--- config.mk ---
export PLATFORM = sky130hd
export DESIGN_NAME = enigma_core
export DESIGN_NICKNAME = d
export VERILOG_FILES = /design/src/rtl/enigma_core.sv
export SDC_FILE = /design/constraint.sdc
export NUM_CORES = 1
export LEC_CHECK = 0
export ABC_AREA = 1
export CORE_MARGIN = 2
export CORE_UTILIZATION = 50
export DETAILED_ROUTE_END_ITERATION = 12
export GPL_TIMING_DRIVEN = 0
export PLACE_DENSITY = 0.79
export SLEW_MARGIN = 40
export SYNTH_ARGS = -nofsm -noshare
export SYNTH_HDL_FRONTEND = slang
export SYNTH_SLANG_ARGS = --single-unit
--- constraint.sdc ---
create_clock -name clk_i -period 9.7 [get_ports clk_i]
set_clock_uncertainty 0.1 [all_clocks]
set_input_delay 1.94 -clock clk_i [delete_from_list [all_inputs] [get_ports clk_i]]
set_output_delay 1.94 -clock clk_i [all_outputs]
set_load 0.1 [all_outputs]
--- src/rtl/enigma_core.sv ---
// enigma_core: three-rotor (I-II-III, reflector B) substitution core.
// One symbol per cycle in, ciphertext out three edges later. Each symbol
// carries its own snapshot of the rotor positions down the pipeline, so a
// position load never disturbs symbols already in flight.
module enigma_core (
    input  logic               clk_i,
    input  logic               rst_i,
    input  logic               cfg_we_i,
    input  logic [14:0]        cfg_pos_i,
    input  logic signed [5:0]  input_s,
    output logic signed [5:0]  output_s,
    output logic               out_vld_o,
    output logic [14:0]        pos_o,
    output logic               cfg_err_o
);

    // Wiring tables, index 0 = A. Inverse tables are precomputed constants.
    localparam logic [4:0] ROT_I [0:25] = '{
        5'd4,  5'd10, 5'd12, 5'd5,  5'd11, 5'd6,  5'd3,  5'd16, 5'd21, 5'd25, 5'd13, 5'd19, 5'd14,
        5'd22, 5'd24, 5'd7,  5'd23, 5'd20, 5'd18, 5'd15, 5'd0,  5'd8,  5'd1,  5'd17, 5'd2,  5'd9};
    localparam logic [4:0] ROT_II [0:25] = '{
        5'd0,  5'd9,  5'd3,  5'd10, 5'd18, 5'd8,  5'd17, 5'd20, 5'd23, 5'd1,  5'd11, 5'd7,  5'd22,
        5'd19, 5'd12, 5'd2,  5'd16, 5'd6,  5'd25, 5'd13, 5'd15, 5'd24, 5'd5,  5'd21, 5'd14, 5'd4};
    localparam logic [4:0] ROT_III [0:25] = '{
        5'd1,  5'd3,  5'd5,  5'd7,  5'd9,  5'd11, 5'd2,  5'd15, 5'd17, 5'd19, 5'd23, 5'd21, 5'd25,
        5'd13, 5'd24, 5'd4,  5'd8,  5'd22, 5'd6,  5'd0,  5'd10, 5'd12, 5'd20, 5'd18, 5'd16, 5'd14};
    localparam logic [4:0] REFL_B [0:25] = '{
        5'd24, 5'd17, 5'd20, 5'd7,  5'd16, 5'd18, 5'd11, 5'd3,  5'd15, 5'd23, 5'd13, 5'd6,  5'd14,
        5'd10, 5'd12, 5'd8,  5'd4,  5'd1,  5'd5,  5'd25, 5'd2,  5'd22, 5'd21, 5'd9,  5'd0,  5'd19};
    localparam logic [4:0] ROT_I_INV [0:25] = '{
        5'd20, 5'd22, 5'd24, 5'd6,  5'd0,  5'd3,  5'd5,  5'd15, 5'd21, 5'd25, 5'd1,  5'd4,  5'd2,
        5'd10, 5'd12, 5'd19, 5'd7,  5'd23, 5'd18, 5'd11, 5'd17, 5'd8,  5'd13, 5'd16, 5'd14, 5'd9};
    localparam logic [4:0] ROT_II_INV [0:25] = '{
        5'd0,  5'd9,  5'd15, 5'd2,  5'd25, 5'd22, 5'd17, 5'd11, 5'd5,  5'd1,  5'd3,  5'd10, 5'd14,
        5'd19, 5'd24, 5'd20, 5'd16, 5'd6,  5'd4,  5'd13, 5'd7,  5'd23, 5'd12, 5'd8,  5'd21, 5'd18};
    localparam logic [4:0] ROT_III_INV [0:25] = '{
        5'd19, 5'd0,  5'd6,  5'd1,  5'd15, 5'd2,  5'd18, 5'd3,  5'd16, 5'd4,  5'd20, 5'd5,  5'd21,
        5'd13, 5'd25, 5'd7,  5'd24, 5'd8,  5'd23, 5'd9,  5'd22, 5'd11, 5'd17, 5'd10, 5'd14, 5'd12};

    localparam logic [2:0] SEL_I       = 3'd0;
    localparam logic [2:0] SEL_II      = 3'd1;
    localparam logic [2:0] SEL_III     = 3'd2;
    localparam logic [2:0] SEL_REF     = 3'd3;
    localparam logic [2:0] SEL_I_INV   = 3'd4;
    localparam logic [2:0] SEL_II_INV  = 3'd5;
    localparam logic [2:0] SEL_III_INV = 3'd6;

    localparam logic [4:0] NOTCH_M = 5'd4;   // middle rotor notch E
    localparam logic [4:0] NOTCH_R = 5'd21;  // right rotor notch V

    // (a + b) mod 26 for operands already in 0..25: one conditional correction.
    function automatic logic [4:0] add26(input logic [4:0] a, input logic [4:0] b);
        logic [5:0] s;
        s = {1'b0, a} + {1'b0, b};
        if (s >= 6'd26) s = s - 6'd26;
        else            s = s;
        return s[4:0];
    endfunction

    // (a - b) mod 26 for operands already in 0..25; a 6-bit wrap plus 26 lands in range.
    function automatic logic [4:0] sub26(input logic [4:0] a, input logic [4:0] b);
        logic [5:0] s;
        s = {1'b0, a} - {1'b0, b};
        if (a < b) s = s + 6'd26;
        else       s = s;
        return s[4:0];
    endfunction

    function automatic logic [4:0] lut(input logic [2:0] sel, input logic [4:0] idx);
        logic [4:0] r;
        case (sel)
            SEL_I:       r = ROT_I[idx];
            SEL_II:      r = ROT_II[idx];
            SEL_III:     r = ROT_III[idx];
            SEL_REF:     r = REFL_B[idx];
            SEL_I_INV:   r = ROT_I_INV[idx];
            SEL_II_INV:  r = ROT_II_INV[idx];
            SEL_III_INV: r = ROT_III_INV[idx];
            default:     r = REFL_B[idx];
        endcase
        return r;
    endfunction

    // One rotor traversal at position p: shift in, substitute, shift back out.
    function automatic logic [4:0] rotor(input logic [2:0] sel, input logic [4:0] i, input logic [4:0] p);
        return sub26(lut(sel, add26(i, p)), p);
    endfunction

    logic [4:0] pos_l_q, pos_m_q, pos_r_q;
    logic [4:0] pos_l_d, pos_m_d, pos_r_d;
    logic       cfg_err_q, cfg_err_d;
    logic       in_ok_s, accept_s, cfg_bad_s;
    logic [4:0] cfg_l_s, cfg_m_s, cfg_r_s;

    logic       s1_vld_q;
    logic [4:0] s1_idx_q, s1_l_q, s1_m_q, s1_r_q;
    logic       s2_vld_q;
    logic [4:0] s2_idx_q, s2_l_q, s2_m_q, s2_r_q;
    logic [4:0] fwd_s, back_s;
    logic [5:0] out_sym_q;
    logic       out_vld_q;

    // Input qualification, config sanitising and rotor stepping (pre-step positions decide).
    always_comb begin
        in_ok_s   = (input_s >= 6'sd1) && (input_s <= 6'sd26);
        accept_s  = in_ok_s && !cfg_we_i;
        cfg_l_s   = (cfg_pos_i[14:10] >= 5'd26) ? 5'd0 : cfg_pos_i[14:10];
        cfg_m_s   = (cfg_pos_i[9:5]   >= 5'd26) ? 5'd0 : cfg_pos_i[9:5];
        cfg_r_s   = (cfg_pos_i[4:0]   >= 5'd26) ? 5'd0 : cfg_pos_i[4:0];
        cfg_bad_s = (cfg_pos_i[14:10] >= 5'd26) || (cfg_pos_i[9:5] >= 5'd26) ||
                    (cfg_pos_i[4:0] >= 5'd26);
        pos_l_d   = pos_l_q;
        pos_m_d   = pos_m_q;
        pos_r_d   = pos_r_q;
        cfg_err_d = 1'b0;
        if (cfg_we_i) begin
            pos_l_d   = cfg_l_s;
            pos_m_d   = cfg_m_s;
            pos_r_d   = cfg_r_s;
            cfg_err_d = cfg_bad_s;
        end else if (accept_s) begin
            pos_r_d = add26(pos_r_q, 5'd1);
            if ((pos_r_q == NOTCH_R) || (pos_m_q == NOTCH_M)) pos_m_d = add26(pos_m_q, 5'd1);
            else                                               pos_m_d = pos_m_q;
            if (pos_m_q == NOTCH_M) pos_l_d = add26(pos_l_q, 5'd1);
            else                    pos_l_d = pos_l_q;
        end else begin
            pos_r_d = pos_r_q;
        end
    end

    // Rotor position and config-error registers.
    always_ff @(posedge clk_i) begin
        if (rst_i) begin
            pos_l_q   <= 5'd0;
            pos_m_q   <= 5'd0;
            pos_r_q   <= 5'd0;
            cfg_err_q <= 1'b0;
        end else begin
            pos_l_q   <= pos_l_d;
            pos_m_q   <= pos_m_d;
            pos_r_q   <= pos_r_d;
            cfg_err_q <= cfg_err_d;
        end
    end

    // Stage 1: capture the symbol index with its post-step position snapshot.
    always_ff @(posedge clk_i) begin
        if (rst_i) begin
            s1_vld_q <= 1'b0;
            s1_idx_q <= 5'd0;
            s1_l_q   <= 5'd0;
            s1_m_q   <= 5'd0;
            s1_r_q   <= 5'd0;
        end else begin
            s1_vld_q <= accept_s;
            s1_idx_q <= input_s[4:0] - 5'd1;
            s1_l_q   <= pos_l_d;
            s1_m_q   <= pos_m_d;
            s1_r_q   <= pos_r_d;
        end
    end

    // Forward path R -> M -> L, then reflector; backward path L -> M -> R.
    always_comb begin
        fwd_s  = rotor(SEL_III, s1_idx_q, s1_r_q);
        fwd_s  = rotor(SEL_II, fwd_s, s1_m_q);
        fwd_s  = rotor(SEL_I, fwd_s, s1_l_q);
        fwd_s  = lut(SEL_REF, fwd_s);
        back_s = rotor(SEL_I_INV, s2_idx_q, s2_l_q);
        back_s = rotor(SEL_II_INV, back_s, s2_m_q);
        back_s = rotor(SEL_III_INV, back_s, s2_r_q);
    end

    // Stage 2: reflected index with positions carried along.
    always_ff @(posedge clk_i) begin
        if (rst_i) begin
            s2_vld_q <= 1'b0;
            s2_idx_q <= 5'd0;
            s2_l_q   <= 5'd0;
            s2_m_q   <= 5'd0;
            s2_r_q   <= 5'd0;
        end else begin
            s2_vld_q <= s1_vld_q;
            s2_idx_q <= fwd_s;
            s2_l_q   <= s1_l_q;
            s2_m_q   <= s1_m_q;
            s2_r_q   <= s1_r_q;
        end
    end

    // Output stage: ciphertext symbol 1..26, or 0 when nothing completes.
    always_ff @(posedge clk_i) begin
        if (rst_i) begin
            out_sym_q <= 6'd0;
            out_vld_q <= 1'b0;
        end else if (s2_vld_q) begin
            out_sym_q <= {1'b0, back_s} + 6'd1;
            out_vld_q <= 1'b1;
        end else begin
            out_sym_q <= 6'd0;
            out_vld_q <= 1'b0;
        end
    end

    assign output_s  = $signed(out_sym_q);
    assign out_vld_o = out_vld_q;
    assign pos_o     = {pos_l_q, pos_m_q, pos_r_q};
    assign cfg_err_o = cfg_err_q;

endmodule

======== After elaboration in Yosys (flattened, before gate mapping) ========
Memory sizes are Yosys's and may differ from the RTL's. A register that Yosys moved wholly into a read port is not among the register bits.
Index checks and enable logic that the tools add are counted.
storage, ports and cells
  memory bits (read-only) ................. 1120
  output and inout port bits .............. 23
  memories kept ........................... 7
  logic and storage cells ................. 140
  flip-flop bits (word level) ............. 45
  bits of input ports ..................... 24
memories
  memory           words  bits a word  read ports  clocked after Yosys merged registers in  wr ports  RTL line  text
  (no name shown)  32     5            1           0                                        0         78        SEL_III_INV: r = ROT_III_INV[idx];
  (no name shown)  32     5            1           0                                        0         77        SEL_II_INV: r = ROT_II_INV[idx];
  (no name shown)  32     5            1           0                                        0         76        SEL_I_INV: r = ROT_I_INV[idx];
  (no name shown)  32     5            1           1                                        0         79        default: r = REFL_B[idx];
  (no name shown)  32     5            1           0                                        0         72        SEL_I: r = ROT_I[idx];
  (no name shown)  32     5            1           0                                        0         73        SEL_II: r = ROT_II[idx];
  1 more memories  n/a    n/a          n/a         n/a                                      n/a       n/a
cells by class
  reduce and logical (&&, ||, !) cells .... 13
  $add $sub $neg .......................... 32
  eq/ne operators ......................... 2
  order comparisons ....................... 26
  muxes and demuxes ....................... 39
  bitwise operators ....................... 9
operator list
  operator                                                            count
  2-to-1 mux 5 bit                                                    38
  greater-or-equal comparator 6 x 5 -> 1 bit (second input constant)  9
  subtractor 5 bit (second input constant)                            9
  inverter 5 -> 6 bit                                                 7
  adder 5 x 5 -> 6 bit                                                6
  greater-or-equal comparator 6 bit (second input constant)           6
  adder 5 bit (second input constant)                                 6
  < comparator 5 bit                                                  6
  subtractor 5 bit                                                    6
  adder 5 x 1 -> 6 bit (second input constant)                        4
  greater-or-equal comparator 5 bit (second input constant)           3
  greater-or-equal comparator 6 x 2 -> 1 bit (second input constant)  1
  less-or-equal comparator 6 bit (second input constant)              1
  nonzero test 2 bit                                                  3
  == test 5 x 3 -> 1 bit (second input constant)                      1
  == test 5 bit (second input constant)                               1
  subtractor 5 x 1 -> 5 bit (second input constant)                   1
  AND reduction 2 bit                                                 2
  OR reduction 2 bit                                                  2
  logical OR 1 bit                                                    3
  logical AND 1 bit                                                   2
  inverter 1 bit                                                      2
  zero test 1 bit                                                     1
  2-to-1 mux 1 bit                                                    1

======== Logic depth before layout (Yosys ltp) ========
Gate-level depths: netlist (run 1).
  word-level depth ........................ 31
  mapped depth ............................ 88
  depth with buffers taken out ............ 88

======== Least setup slack after synthesis (run 1) ========
OpenSTA, ideal clock, no wires.
  kind .................................... register -> register
  from .................................... register s1_r_q[0]
  to ...................................... register s2_idx_q[0]
  slack ................................... -1.224 ns
  cell stages (with the launch flop) ...... 77
  buffers on the path ..................... 0
  data arrival time ....................... 10.760 ns
  clock period less this slack ............ 10.924 ns
  library setup time ...................... 0.064 ns
  required time ........................... 9.536 ns
  cells stage by stage .................... dfxtp_1 ha_1 fa_1 nor2_1 nor2_2 nand2_2 nand2_2 nand2_1 nand2_1 ha_1 o21ai_0 nand2_1 nand2_1 inv_1 ha_1 a21oi_1 nand2_1 nand2_1 [... 41 more ...] nand2_1 o21ai_0 nand3_1 nand2_1 inv_1 ha_1 nand2_2 inv_2 nand2_1 nand3_4 xnor2_1 inv_1 ha_1 o21ai_1 nand2_1 nand3_1 nand2_1 nor2_1
between the ends
  longest elaborated chain between the ends .. 31
  elaborated cells between the ends (all ways) .. 37
  classes of those cells .................. add/sub: 12; order compare: 6; mux: 12; bitwise: 4; memory: 3
RTL lines
  element                                                                         RTL line  text
  start: declaration                                                              96        logic [4:0] s1_idx_q, s1_l_q, s1_m_q, s1_r_q;
  start signal: assignment                                                        160       s1_r_q <= pos_r_d;
  adder 5 x 5 -> 6 bit                                                            54        s = {1'b0, a} + {1'b0, b};
  subtractor 5 bit or greater-or-equal comparator 6 x 5 -> 1 bit (tied branches)  55        if (s >= 6'd26) s = s - 6'd26;
  2-to-1 mux 5 bit                                                                55
  inverter 5 -> 6 bit                                                             n/a
  memory (32 x 5 bit)                                                             n/a
  2-to-1 mux 5 bit (implied by the code) (2 in series)                            74        SEL_III: r = ROT_III[idx];
  subtractor 5 bit                                                                63        s = {1'b0, a} - {1'b0, b};
  adder 5 bit                                                                     64        if (a < b) s = s + 6'd26;
  [... 13 more ...]                                                               n/a
  2-to-1 mux 5 bit (*)                                                            55
  inverter 5 -> 6 bit (*)                                                         n/a
  memory (32 x 5 bit) (*)                                                         n/a
  2-to-1 mux 5 bit (implied by the code) (*) (2 in series)                        72
  subtractor 5 bit                                                                63
  adder 5 bit                                                                     64
  2-to-1 mux 5 bit (*)                                                            64
  inverter 5 -> 6 bit (*)                                                         n/a
  end: declaration                                                                98        logic [4:0] s2_idx_q, s2_l_q, s2_m_q, s2_r_q;
Mark *: on every way between the ends. The rest lies on a longest branch, timed or not. The select of a mux whose other input is x is not followed.
A chain may end at the register's enable or synchronous reset.

======== Final worst setup path (run 1) ========
  from .................................... register s2_l_q[0]
  to ...................................... register out_sym_q[4] (netlist: output_s[4])
between the ends
  longest elaborated chain between the ends .. 31
  elaborated cells between the ends (all ways) .. 37
  classes of those cells .................. add/sub: 13; order compare: 6; mux: 12; bitwise: 3; memory: 3
RTL lines
  element                                                                         RTL line  text
  start: declaration                                                              98
  start signal: assignment                                                        186       s2_l_q <= s1_l_q;
  adder 5 x 5 -> 6 bit                                                            54
  subtractor 5 bit or greater-or-equal comparator 6 x 5 -> 1 bit (tied branches)  55
  2-to-1 mux 5 bit                                                                55
  inverter 5 -> 6 bit                                                             n/a
  memory (32 x 5 bit)                                                             n/a
  2-to-1 mux 5 bit (implied by the code) (2 in series)                            76
  subtractor 5 bit                                                                63
  adder 5 bit                                                                     64
  [... 13 more ...]                                                               n/a
  2-to-1 mux 5 bit (*)                                                            55
  inverter 5 -> 6 bit (*)                                                         n/a
  memory (32 x 5 bit) (*)                                                         n/a
  2-to-1 mux 5 bit (implied by the code) (*) (2 in series)                        78
  subtractor 5 bit                                                                63
  adder 5 bit                                                                     64
  2-to-1 mux 5 bit (*)                                                            64
  adder 5 x 1 -> 6 bit (*)                                                        198       out_sym_q <= {1'b0, back_s} + 6'd1;
  end signal: assignment                                                          198
  end: declaration                                                                100       logic [5:0] out_sym_q;
Marked as above.

==> results.md, run 1 <==
* Port Buffer Count at 45
* Top-area cell type share of the netlist area at 19.8%
* Synthesized Nets at 1417
* Minimum clock period at 10870 ps
* Post-CTS Hold Fix Bufs at 0
* Post-synth top cells: nand2_1 (314), inv_1 (171), ha_1 (129)
* GR Util All Layers at 25.6%
* Clock transition at path regs at 80 ps
* CTS tree: done
* Die W at 132 um
* Worst slack, placed at -1270 ps
* Starting density of the core at 51.3%
* Ys async rst share at 0%
* Clock sinks at 50
* Syn avg cell area at 6.51 um^2
* Num rows at 46
* Final setup fails at 11
* Routed Antenna Nets at 0
* Crit path launch type: flop
* DRT Pass-1 Iters at 6
* Max-slew violation count at 0
* Routed wl met2 at 15.2 mm
* Gr ovfl total at 0
* Chip height at 132 um
* Reg2reg setup slack at -1170 ps
* Cells after synthesis at 1253
* WP data required at 9790 ps
* Avg WL per Cell at 18.0 um
* Drt total wl at 30.1 mm
* Maximum single-stage delay on the critical path at 570 ps
* Syn Std Cell Area at 8150 um^2
* Slowest CP cell: fa_2
* Post-synth EDFFs at 0
* DIE AREA at 17300 um^2
* CP Max Fanout at 6
* Met1 WL at 11.0 mm
* Count leader, synth: nand2_1
* H-tree Lvls at 2
* CTS Buffer Depth at 2
* Fraction of layout instances using a drive strength above 1 at 42.1%
* Period Utilization, post-route at 112%
* Hold Crit Depth at 2
* Worst-Skew Late Latency at 310 ps
* RSZ-0062 raised after global routing: yes
* Post-DP HPWL at 14.9 mm
* Top routing layer in use: met4
* Failing checks: setup timing
* Crit path capture type: flop
* Vias in the first global route at 8513
* Via density at 5.92
* Warnings from Yosys at 0
* Setup Crit Path Kind: flop to flop
* Fmax at 0.0920 GHz
* Final Hold Fails at 0
* Capturing point of the worst reg2reg path: output_s[4]
* Fill cell count at 963
* Seq/Total Area, Yosys at 12.3%
* Area contributors post-synth: ha_1 (20%), nand2_1 (14%), dfxtp_1 (12%)
* First-pass GRT wire length at 38.2 mm
* Nets at 1615
* Final instance area at 12200 um^2
* Hold Crit Start: s1_vld_q
* Synth unique cells at 49
* Worst R2R Path Depth at 70
* Crit path top cell by count: nand2_2
* Via Count at 9874
* Routability cong. at 0.917
* Initial DRC Count at 871
* Slew @ Worst Pin at 703 ps
* Area of the core at 15900 um^2
* Status: complete, but fails checks
* Area delta synth->final at 49.6%
* Synthesis-stage register bit count at 50
* Max-slew headroom at 52.5%
* Crit path arrival time at 10970 ps
* Final Worst Setup Slack at -1170 ps
* Worst Hold Path EP: s2_vld_q
* Residual DRC count at 0
* Root buf cell: clkbuf_16
* Largest net degree at the start of global routing at 19
* Max Cap Viol at 0
* Placed Area at 8980 um^2
* Area leader, netlist: ha_1
* HP Class: flop to flop
* Metal3 WL at 2.03 mm
* CTS Buf Count at 5
* Initial antenna violation count at 0
* Synth Flop Type: dfxtp_1
* Ports at 47
* Ant diodes at 0
* FF-to-FF Start: s2_l_q[0]
==> how the worst max path moves through the flow <==
stage | end | from | cells after the start
2_1_floorplan | output_s[4] | s2_l_q[0] | 69
6_report | output_s[4] | s2_l_q[0] | 70
3_5_place_dp | output_s[3] | s2_l_q[0] | 69
5_1_grt | output_s[4] | s2_l_q[0] | 73
4_1_cts | output_s[4] | s2_l_q[0] | 68
3_3_place_gp | output_s[3] | s2_l_q[0] | 69
==> sequential cells by signal, summed over array words and instances, names as in the netlist, 5 cells and up <==
register	cells
s2_r_q	5
output_s	6
s1_m_q	5
s1_l_q	5
s2_idx_q	5
s1_idx_q	5
s1_r_q	5
s2_l_q	5
s2_m_q	5
==> critical path: cells and delay by family, from the launching register on <==
family,cells,cell delay (ps)
fa+ha+maj,11,3280
flops,1,360
xor+xnor,4,830
buf+inv,10,860
compound gates,13,2120
simple gates,32,3180
==> what timing repair did <==
| action | CTS | global route |
|---|---|---|
| setup buffers | 90 | 59 |
| gates resized for setup | 178 | 262 |
| pin swaps | 116 | 177 |
| endpoints found under the setup margin | 11 | 11 |
==> metal layers <==
layer  track usage, %  vias to the layer above
li1                 -                     4450
met4             7.91                        0
met1             30.7                     4609
met5                0                        -
met2             48.1                      612
met3             2.16                      203
==> area by class of cell <==
| cell class | instances | area (um^2) | share of cell area [%] |
|---|---|---|---|
| Tap cell | 216 | 270 | 2.22 |
| Clock inverter | 3 | 28.8 | 0.236 |
| Sequential cell | 50 | 1010 | 8.32 |
| Multi-Input combinational cell | 1007 | 8380 | 68.7 |
| Timing Repair Buffer | 191 | 1570 | 12.9 |
| Clock buffer | 5 | 125 | 1.03 |
| Inverter | 186 | 751 | 6.16 |
| Buffer | 10 | 52.6 | 0.431 |
==> cells by family after synthesis <==
logic type,after synthesis,synth area share [%]
AND/OR/NAND/NOR,641,36.5
buffers and inverters,196,9.24
AO/OA/AOI/OAI,163,11.4
adder cells (fa/ha/maj),140,22.5
XOR/XNOR,63,8.06
flip-flops,50,12.3
==> per-stage QoR <==
step	TNS, ps	instances	util [%]	hold slack [ps]
after detailed placement	-10290	1514	56.5	295
after global placement	-7310	1514	57.2	291
after global routing	-12800	1668	76.8	337
after floorplan	0	1253	-	288
after CTS	-236	1610	66.6	311
final	-8380	1668	76.8	324
==> cell usage in the layout, fill, tap and decap left out, types with 10 or more instances in the layout <==
master and instances:
buf_6 25, nor2_1 77, inv_2 39, buf_4 119, nor2_4 12, fa_2 11
nand2_4 39, ha_2 11, a21oi_2 19, nor2_2 11, dfxtp_1 43, inv_1 133
o21ai_0 38, nand3_4 12, xor2_1 17, a21oi_1 42, clkdlybuf4s50_1 22, nand2_1 233
buf_2 23, xnor2_2 10, nand2_2 88, nand3_1 86, ha_1 66, ha_4 52
nand4_1 14, xnor2_1 13, o21ai_1 15, nand3_2 38, o21ai_2 12
Power of run 1 is not shown: default switching activity piles up to over one toggle a cycle in this logic, so the estimate is an artifact.
==> run 2: changes to the inputs <==
--- a/config.mk
+++ b/config.mk
@@ -6,7 +6,6 @@
 export NUM_CORES = 1
 export LEC_CHECK = 0
 export ABC_AREA = 1
-export CORE_MARGIN = 2
 export CORE_UTILIZATION = 50
 export DETAILED_ROUTE_END_ITERATION = 12
 export GPL_TIMING_DRIVEN = 0
==> run 2 against run 1 <==
Hold slack lost 16 ps. Die area is 3.0% lower. Final cell count fell by 0.60%. The run still ends with setup timing left. Register-to-register slack better by 330 ps. Highest routed layer unchanged. Sequential share of layout area up 0.40 points. First-iteration DRC count is 12% lower. Core utilization decreased by 3.4 points. Maximum frequency rose by 3.1%. Global-route usage barely moved. Largest cell class unchanged. Final area decreased by 4.4%.
==> results.md, run 2 (same netlist as run 1, synthesis figures left out) <==
* Chip height at 130 um
* Drt total wl at 25.1 mm
* Failing checks: setup timing
* Worst-Skew Late Latency at 310 ps
* Avg WL per Cell at 15.1 um
* Routability cong. at 0.901
* Initial antenna violation count at 0
* Hold Crit Depth at 2
* Top routing layer in use: met4
* Final Hold Fails at 0
* Fraction of layout instances using a drive strength above 1 at 39.0%
* Num rows at 46
* Via density at 5.51
* RSZ-0062 raised after global routing: yes
* Initial DRC Count at 768
* Max-slew violation count at 0
* Max Cap Viol at 0
* Fill cell count at 1075
* DIE AREA at 16800 um^2
* Crit path launch type: flop
* WP data required at 9840 ps
* First-pass GRT wire length at 35.3 mm
* CTS tree: done
* Most frequent cells in the layout: nand2_1 (239), inv_1 (139), buf_4 (124)
* Met1 WL at 10.1 mm
* Maximum single-stage delay on the critical path at 390 ps
* Setup Crit Path Kind: flop to flop
* Root buf cell: clkbuf_16
* Metal3 WL at 1.24 mm
* Routed wl met2 at 13.0 mm
* Area delta synth->final at 43.0%
* CP Max Fanout at 7
* Crit path arrival time at 10680 ps
* Status: complete, but fails checks
* Port Buffer Count at 45
* Residual DRC count at 0
* Fmax at 0.0948 GHz
* Largest net degree at the start of global routing at 18
* Clock sinks at 50
* Max-slew headroom at 51.0%
* Period Utilization, post-route at 109%
* Routed Antenna Nets at 0
* Crit path top cell by count: nand2_1
* Crit path capture type: flop
* Final setup fails at 10
* Post-CTS Hold Fix Bufs at 0
* Via Count at 9136
* Ant diodes at 0
* Clock transition at path regs at 80 ps
* Final Worst Setup Slack at -844 ps
* Gr ovfl total at 0
* Slew @ Worst Pin at 726 ps
* Die W at 130 um
* Ports at 47
* Minimum clock period at 10540 ps
* H-tree Lvls at 2
* Worst R2R Path Depth at 69
* CTS Buf Count at 5
* Post-DP HPWL at 14.6 mm
* Starting density of the core at 51.3%
* DRT Pass-1 Iters at 6
* Area of the core at 15900 um^2
* GR Util All Layers at 25.6%
* HP Class: flop to flop
* Multi-input gate area in the final layout at 8020 um^2
* Largest register FFs at 6
* Slowest CP cell: fa_2
* Vias in the first global route at 7976
* CTS Buffer Depth at 2
* Sequential cell area at 1020 um^2
* Most common cell after layout, fill and taps aside: nand2_1
* Nets at 1605
* Post-layout util at 73.4%
-- run 2: layer usage --
| layer | vias up | track usage (%) |
|---|---|---|
| met5 | - | 0 |
| met4 | 0 | 7.66 |
| met3 | 72 | 2.15 |
| met2 | 343 | 47.2 |
| met1 | 4297 | 31.4 |
| li1 | 4424 | - |
-- run 2: path summary, 6_finish.rpt --
check / end / startpoint / slack (ps)
worst min-delay path: s2_vld_q / s1_vld_q / 310
worst min register to register: s2_vld_q / s1_vld_q / 310
worst max register to register: output_s[4] / s2_l_q[0] / -840
worst max-delay path: output_s[4] / s2_l_q[0] / -840
-- run 2: metrics by stage --
step,hold slack (ps),setup slack (ps),instances,TNS (ps),cell area (um^2)
after floorplan,288,5.92,1253,0,8370
after global placement,291,-856,1514,-7380,9090
after global routing,364,-1130,1658,-10090,11700
after detailed placement,300,-1080,1514,-9460,8980
final,309,-844,1658,-5650,11700
after CTS,313,-18.1,1622,-18.1,10800
-- run 2: timing repair --
item                                    in CTS  in global routing
gates cloned                                 0                  0
endpoints found under the setup margin      10                 11
buffers inserted                           100                 38
pin swaps                                  136                148
gates resized for setup                    206                143
-- run 2: critical path: cells and delay by family (launching register included) --
kind	cells	cell delay, ps
AND/OR/NAND/NOR	30	3180
buffers and inverters	10	1160
flip-flops	1	370
XOR/XNOR	6	1060
adder cells (fa/ha/maj)	10	2680
AO/OA/AOI/OAI	13	1900
-- run 2: area by class of cell --
type	instances	share of cell area, %
buffer	8	0.311
clock buffer	5	1.07
clock inverter	3	0.215
inverter	186	6.27
multi-input combinational	1007	68.8
sequential	50	8.73
tap	216	2.32
timing repair buffer	183	12.3
Power of run 2 is left out for the same reason.
==> run 3: changes to the inputs <==
--- a/config.mk
+++ b/config.mk
@@ -9,7 +9,7 @@
 export CORE_UTILIZATION = 50
 export DETAILED_ROUTE_END_ITERATION = 12
 export GPL_TIMING_DRIVEN = 0
-export PLACE_DENSITY = 0.79
+export PLACE_DENSITY = 0.77
 export SLEW_MARGIN = 40
 export SYNTH_ARGS = -nofsm -noshare
 export SYNTH_HDL_FRONTEND = slang
==> constraint.sdc (replaced) <==
create_clock -name clk_i -period 11.6 [get_ports clk_i]
set_clock_uncertainty 0.1 [all_clocks]
set_input_delay 2.32 -clock clk_i [delete_from_list [all_inputs] [get_ports clk_i]]
set_output_delay 2.32 -clock clk_i [all_outputs]
set_load 0.1 [all_outputs]
==> run 3 against run 2 <==
The flow now finishes without violations. Highest routed layer unchanged. Sequential share of layout area increased by 2.1 points. First-iteration DRC count decreased by 53%. Core utilization decreased by 15 points. Non-clock buffer count decreased by 117. Die area unchanged. Global-route usage decreased by 4.5 points. Final area decreased by 20%. Clock-buffer cell count unchanged. Critical path depth decreased by 1. Wire length decreased by 28%.
==> results.md, run 3 (same netlist as run 1, synthesis figures left out) <==
* Non-Filler Instances at 1541
* Clock sinks at 50
* Reg2reg setup slack at 810 ps
* Fraction of layout instances using a drive strength above 1 at 15.1%
* Hold Crit Depth at 2
* Vias in the first global route at 6843
* CTS tree: done
* Maximum single-stage delay on the critical path at 420 ps
* Largest register FFs at 6
* Area delta synth->final at 14.3%
* Largest net degree at the start of global routing at 19
* Fmax at 0.0927 GHz
* Worst Hold Path EP: s2_vld_q
* CTS Buffer Depth at 2
* Hold Crit Start: s1_vld_q
* Residual DRC count at 0
* Crit path capture type: flop
* Ant diodes at 0
* Drt total wl at 18.2 mm
* Max-slew headroom at 58.3%
* Crit path arrival time at 10880 ps
* Starting density of the core at 51.3%
* WP data required at 11700 ps
* H-tree Lvls at 2
* WHS at 321 ps
* Nets at 1488
* First-pass GRT wire length at 29.3 mm
* Root buf cell: clkbuf_16
* Setup TNS at 0 ps
* Status: completed
* Worst R2R Path Depth at 68
* Final Worst Setup Slack at 814 ps
* Clock transition at path regs at 80 ps
* Worst slack, placed at -202 ps
* Gr ovfl total at 0
* DIE AREA at 16800 um^2
* Slowest CP cell: fa_1
* DRT Pass-1 Iters at 5
* Area of the core at 15900 um^2
* Crit path launch type: flop
* Max Cap Viol at 0
* Placed Cells at 1514
* Routability cong. at 0.923
* CP Max Fanout at 7
* Avg WL per Cell at 11.8 um
* Capturing point of the worst reg2reg path: output_s[3]
* Post-CTS Hold Fix Bufs at 0
* Initial antenna violation count at 0
* FF-to-FF Start: s2_l_q[0]
* HP Class: flop to flop
* Fill cell count at 1494
* Max-slew violation count at 0
* Crit path top cell by count: nand2_1
* Port Buffer Count at 45
* Via Count at 7900
* Post-DP HPWL at 14.6 mm
* Most common cell after layout, fill and taps aside: nand2_1
* Die W at 130 um
* Via density at 5.13
* Routed Antenna Nets at 0
* Setup Crit Path Kind: flop to flop
* Period Utilization, post-route at 93.0%
* Ports at 47
* CTS Buf Count at 5
* Num rows at 46
* Most frequent cells in the layout: nand2_1 (308), inv_1 (170), ha_1 (123)
* Chip height at 130 um
* Initial DRC Count at 363
* Final Hold Fails at 0
* Minimum clock period at 10790 ps
* Final setup fails at 0
* GR Util All Layers at 21.1%
* Worst-Skew Late Latency at 300 ps
* Slew @ Worst Pin at 618 ps
run 3: cell count changes in the layout (fill, tap and decap cells not counted), sizes merged:
cell and change:
clkbuf +1, inv +3, buf -118, clkinvlp -1
clkinv -2
run 3: metal layers:
metal | wire [um] | global-route usage, %
met4 | 442 | 7.11
met2 | 8850 | 37.9
met1 | 8300 | 26.3
met5 | 0 | 0
met3 | 605 | 1.94
run 3: worst max-delay path: cells and delay by family, from the launching register on:
kind            cells  cell delay, ps
simple gates       33            3070
fa+ha+maj          12            3940
compound gates     13            1920
buf+inv             5             360
xor+xnor            5             900
flops               1             340
run 3: timing repair:
action,4_1_cts,5_1_grt
pin swaps,0,15
setup endpoints to repair,5,10
setup buffers,0,19
endpoints found under the hold margin,0,0
gates resized for setup,2,56
run 3: how the worst max path moves through the flow:
stage	from	endpoint	slack, ps	cells past startpoint
after floorplan	s1_r_q[0]	s2_idx_q[0]	680	76
after global placement	s1_r_q[0]	s2_idx_q[0]	30	78
after detailed placement	s1_r_q[0]	s2_idx_q[1]	-200	74
after CTS	s1_r_q[0]	s2_idx_q[0]	30	74
after global routing	s2_l_q[0]	output_s[4]	-90	69
final	s2_l_q[0]	output_s[3]	810	68
run 3: cell type report:
cell class | count | area [um^2] | share of cell area, %
Timing Repair Buffer | 64 | 478 | 5.13
Inverter | 186 | 706 | 7.57
Clock buffer | 5 | 125 | 1.34
Clock inverter | 3 | 26.3 | 0.282
Buffer | 10 | 47.5 | 0.510
Tap cell | 216 | 270 | 2.90
Sequential cell | 50 | 1000 | 10.8
Multi-Input combinational cell | 1007 | 6660 | 71.5
run 3: stage by stage:
stage,utilization [%],area (um^2)
3_5_place_dp,55.1,8760
6_report,58.7,9320
3_3_place_gp,55.9,8870
5_1_grt,58.7,9320
2_1_floorplan,-,8150
4_1_cts,56.2,8930
Power of run 3 is left out for the same reason.
==> RTL edit 1 (settings of run 3) <==
Make the reset (`rst_i`) asynchronous in 4 clocked blocks.
--- a/src/rtl/enigma_core.sv
+++ b/src/rtl/enigma_core.sv
@@ -131,5 +131,5 @@
 
     // Rotor position and config-error registers.
-    always_ff @(posedge clk_i) begin
+    always_ff @(posedge clk_i or posedge rst_i) begin
         if (rst_i) begin
             pos_l_q   <= 5'd0;
@@ -146,5 +146,5 @@
 
     // Stage 1: capture the symbol index with its post-step position snapshot.
-    always_ff @(posedge clk_i) begin
+    always_ff @(posedge clk_i or posedge rst_i) begin
         if (rst_i) begin
             s1_vld_q <= 1'b0;
@@ -174,5 +174,5 @@
 
     // Stage 2: reflected index with positions carried along.
-    always_ff @(posedge clk_i) begin
+    always_ff @(posedge clk_i or posedge rst_i) begin
         if (rst_i) begin
             s2_vld_q <= 1'b0;
@@ -191,5 +191,5 @@
 
     // Output stage: ciphertext symbol 1..26, or 0 when nothing completes.
-    always_ff @(posedge clk_i) begin
+    always_ff @(posedge clk_i or posedge rst_i) begin
         if (rst_i) begin
             out_sym_q <= 6'd0;
Behaviour: differs if rst_i is asserted again (counterexample within 4 cycles, from zero or initial values and one cycle with rst_i high); with rst_i held inactive, the same outputs for 4 cycles.
==> RTL edit 1 against run 3 <==
Maximum frequency down 0.86%. Wire length shrank 5.1%. Critical path depth decreased by 2. Non-clock buffer count down 6. Synthesized area decreased by 2.5%. Setup slack worse by 94 ps. Design area decreased by 0.83%. Cell count down 4.8%. Sequential cell count stayed put. Largest cell class unchanged. Highest routed layer unchanged.
Power is not shown: default switching activity piles up to over one toggle a cycle in this logic, so the estimate is an artifact.
==> RTL edit 1: results (changes against run 3) <==
Status - complete, no violations
Post-synth cell types - 47 (-4.1%)
Syn_nets - 1349 (-4.8%)
Seq/Total Area, Yosys - 15.8% (+3.5 points)
Pre-CTS setup slack - -293 ps (-91.5 ps)
Pin count of the biggest net entering global routing - 36 (+17)
Min-delay worst type - reg -> reg
Vias in the first global route - 6816 (-0.39%)
I/O Buffers - 46 (+2.2%)
Top_reg_cell synth - dfrtp_1
Worst-path clk slew - 70 ps
Clock insertion delay at the later pin of the skew report - 300 ps (about the same)
Most instantiated cells after synthesis - 339 x nand2_1, 174 x inv_1, 128 x ha_1
Yosys warns - 0 (unchanged)
Initial antenna violation count - 0 (unchanged)
CP max-delay cell - dfrtp_2
Post-route setup slack - 721 ps (-93.7 ps)
Cts bufs inserted - 5 (unchanged)
Max reg flops - 6 (unchanged)
Max Fanout on Critical Path - 6 (-1)
Antenna Cells - 0 (unchanged)
Fillers - 1376 (-7.9%)
Root buffer cell - clkbuf_16
Synth async-reset ratio - 100% (+100 points)
Drt first-iter violations - 424 (+17%)
Slew @ Worst Pin - 518 ps (-100 ps)
GRT Util Overall - 21.0% (-0.17 points)
DR vias - 7522 (-4.8%)
Final slew viol count - 0 (unchanged)
Synth top area cells - ha_1 20%, nand2_1 16%, dfrtp_1 16%
WL per Instance - 11.8 µm (-0.36%)
First-pass GRT wire length - 29.0 mm (-1.2%)
Share of layout cells above drive strength 1 - 14.4% (-0.68 points)
Max clock buf depth - 2 (unchanged)
Drt pass-1 iters - 5 (unchanged)
H-tree levels - 2 (unchanged)
HPWL Detailed - 13.6 mm (-7.0%)
GP Congestion - 0.872 (-5.5%)
Crit-path max cell delay - 460 ps (+40 ps)
Post-layout nets - 1419 (-4.6%)
Worst EP arrival - 11000 ps (+120 ps)
-- RTL edit 1: changes by cell type after synthesis, sizes merged, moves of 3 or more --
cell,delta
a21oi,-23
a22oi,+7
clkbuf,-6
dfrtp,+50
dfxtp,-50
nand2,+3
nor2,-38
nor3,-4
o211ai,+3
o21ai,-13
or2,+4
xnor2,-5
-- RTL edit 1: timing repair --
item / in CTS / in global routing
hold buffers: 0 / 0
setup endpoints to repair: 9 / 10
gates cloned: 0 / 0
pin swaps: 1 / 15
gates resized for setup: 9 / 70
endpoints found under the hold margin: 0 / 0
buffers inserted: 0 / 16
-- RTL edit 1: path summary, 6_finish.rpt --
path / startpoint / end / cells after the start
max: s1_r_q[0] / s2_idx_q[3] / 66
min: s1_vld_q / s2_vld_q / 0
min in group asynchronous: rst_i / s2_m_q[4] / 2
min reg2reg: s1_vld_q / s2_vld_q / 0
max in group asynchronous: rst_i / s1_r_q[0] / 3
max reg2reg: s1_r_q[0] / s2_idx_q[3] / 66
-- RTL edit 1: stage by stage --
stage | hold slack, ps | TNS [ps] | std cells | cell area, µm²
after detailed placement | 259 | -1630 | 1443 | 8580
after CTS | 273 | 0 | 1451 | 8780
after floorplan | 231 | 0 | 1185 | 7940
final | 276 | 0 | 1467 | 9240
after global placement | 256 | -259 | 1442 | 8670
after global routing | 289 | -751 | 1467 | 9240
-- RTL edit 1: metal layers --
layer,part of all wire (%),vias to the layer above,GRT usage [%]
met3,3.2,21,1.38
met1,46,3395,26.8
met2,50,145,38.0
li1,-,3961,-
met4,1.5,0,5.61
met5,0,-,0
-- RTL edit 1: critical path, delay by kind of cell, from the launching register on --
kind | cells | cell delay [ps]
fa+ha+maj | 15 | 4390
flops | 1 | 460
buf+inv | 5 | 460
xor+xnor | 4 | 790
compound gates | 6 | 760
mux | 1 | 290
simple gates | 35 | 3570
-- RTL edit 1: layout make-up --
| class | instances | area, µm² | area share [%] |
|---|---|---|---|
| Buffer | 5 | 35.0 | 0.379 |
| Clock buffer | 5 | 125 | 1.35 |
| Clock inverter | 3 | 43.8 | 0.474 |
| Inverter | 188 | 713 | 7.72 |
| Multi-Input combinational cell | 942 | 6320 | 68.4 |
| Sequential cell | 50 | 1250 | 13.6 |
| Tap cell | 211 | 264 | 2.86 |
| Timing Repair Buffer | 63 | 485 | 5.25 |
-- RTL edit 1: kinds of logic after synthesis --
logic type,synth area share [%]
buffers and inverters,9.39
multiplexers,0.142
adder cells (fa/ha/maj),23.2
XOR/XNOR,7.09
flip-flops,15.8
AO/OA/AOI/OAI,10.2
AND/OR/NAND/NOR,34.2
==> RTL edit 2 (config.mk and constraints of run 3) <==
Made on the original files. Register the outputs `output_s` and `pos_o`, with the module's reset; this adds one clock of latency there. The other outputs are not delayed to match.
--- a/src/rtl/enigma_core.sv
+++ b/src/rtl/enigma_core.sv
@@ -204,7 +204,14 @@
     end
 
-    assign output_s  = $signed(out_sym_q);
     assign out_vld_o = out_vld_q;
-    assign pos_o     = {pos_l_q, pos_m_q, pos_r_q};
+    always_ff @(posedge clk_i) begin
+        if (rst_i) begin
+            output_s <= '0;
+            pos_o    <= '0;
+        end else begin
+            output_s <= $signed(out_sym_q);
+            pos_o    <= {pos_l_q, pos_m_q, pos_r_q};
+        end
+    end
     assign cfg_err_o = cfg_err_q;
 
Behaviour: not the same (a bounded check fails within 4 cycles, from zero or initial values and one cycle with rst_i high).
==> RTL edit 2 against run 3 <==
Setup slack got worse by 180 ps. Non-clock buffer count rose by 1. Wire length rose by 1.1%. Design area rose by 1.5%. Die area barely moved. Sequential cell count rose by 6. Synthesized area barely moved. Critical path depth did not move. Sequential share of layout area rose by 1.1 points. Global-route usage fell by 0.086 points. Critical path type unchanged. Critical endpoint is now out_sym_q[4].
Power is left out: the tool's default activity adds up to more than one toggle a clock period on the data nets, which glitch-free logic cannot reach.
==> RTL edit 2: results (changes against run 3) <==
Status - complete, no violations
Syn_nets - 1416 (-0.071%)
Register area - 0.00113 mm² (+12%)
Inverters - 199 (+7.0%)
Worst EP arrival - 11060 ps (+180 ps)
Final wirelength - 18.4 mm (+1.1%)
Slew headroom - 64.4% (+6.1 points)
Vias in the first global route - 6876 (+0.48%)
Signal buffers - 75 (+1.4%)
Xor/xnor share of the synthesized area - 7.54% (-0.52 points)
GRT Util Overall - 21.0% (-0.086 points)
Hold Path Origin - out_sym_q[2]
Synth Area in Compound Gates - 12.2% (+0.80 points)
First-pass GRT wire length - 29.5 mm (+0.49%)
Top_reg_cell synth - dfxtp_1
Die X - 130 µm (about the same)
Synth async-reset ratio - 0% (unchanged)
Synth top area cells - ha_1 20%, nand2_1 14%, dfxtp_1 14%
Hold EP - output_s[2]
Worst-path clk slew - 70 ps
Crit-path max cell delay - 590 ps (+170 ps)
HPWL Detailed - 14.5 mm (-0.64%)
Seq/Total Area, Yosys - 13.8% (+1.5 points)
I/O Buffers - 46 (+2.2%)
Non-clk buf share - 5.65% (+0.0098 points)
Reg2reg setup slack - 640 ps (-180 ps)
Multi-In Gates - 987 (-2.0%)
Pin count of the biggest net entering global routing - 20 (+1)
Post-synth cell types - 45 (-8.2%)
GP Congestion - 0.932 (+0.88%)
R2R Path End - out_sym_q[4]
Clock network share of area - 1.61% (-0.011 points)
Vias per std cell - 5.16 (+0.67%)
R2r startpoint - pos_o[10]
Post-DP Area - 0.00877 mm² (+0.13%)
Cts bufs inserted - 5 (unchanged)
Pre-CTS setup slack - -345 ps (-144 ps)
Share of layout cells above drive strength 1 - 15.8% (+0.75 points)
Fillers - 1519 (+1.7%)
Synth Area in Adders - 22.5% (about the same)
Drt first-iter violations - 357 (-1.7%)
F_max - 0.0912 GHz (-1.6%)
Worst Setup EP - out_sym_q[4]
Post-synthesis register bit count - 56 (+12%)
Drt pass-1 iters - 6 (+1)
Multi-input logic area - 0.00662 mm² (-0.58%)
Most instantiated cells after synthesis - 303 x nand2_1, 186 x inv_1, 129 x ha_1
## RTL edit 2: what timing repair did
action,4_1_cts,5_1_grt
setup buffers,0,19
resized for setup,10,78
hold endpoints to repair,0,0
endpoints found under the setup margin,9,10
pin swaps,0,27
## RTL edit 2: per-stage QoR
step	util, %	TNS, ps	hold WS, ps	cells
final	59.5	0	308	1541
after global routing	59.5	-457	318	1541
after CTS	56.5	0	308	1522
after detailed placement	55.2	-1720	299	1514
after global placement	55.9	-64.9	291	1514
after floorplan	-	0	288	1252
## RTL edit 2: layer usage
metal | vias to the layer above | GRT usage, % | share of wire, %
met4 | 0 | 7.11 | 2.3
met1 | 3552 | 27.1 | 45
li1 | 4201 | - | -
met3 | 33 | 1.11 | 3.1
met5 | - | 0 | 0
met2 | 167 | 37.4 | 49
## RTL edit 2: critical path: cells and delay by family, from the launching register on
family	cells	cell delay [ps]
AOI/OAI and AO/OA	13	2010
and+or+nand+nor	30	3190
adders and majority gates	12	3560
buffers and inverters	8	600
DFF	1	360
xor gates and xnor gates	5	1050
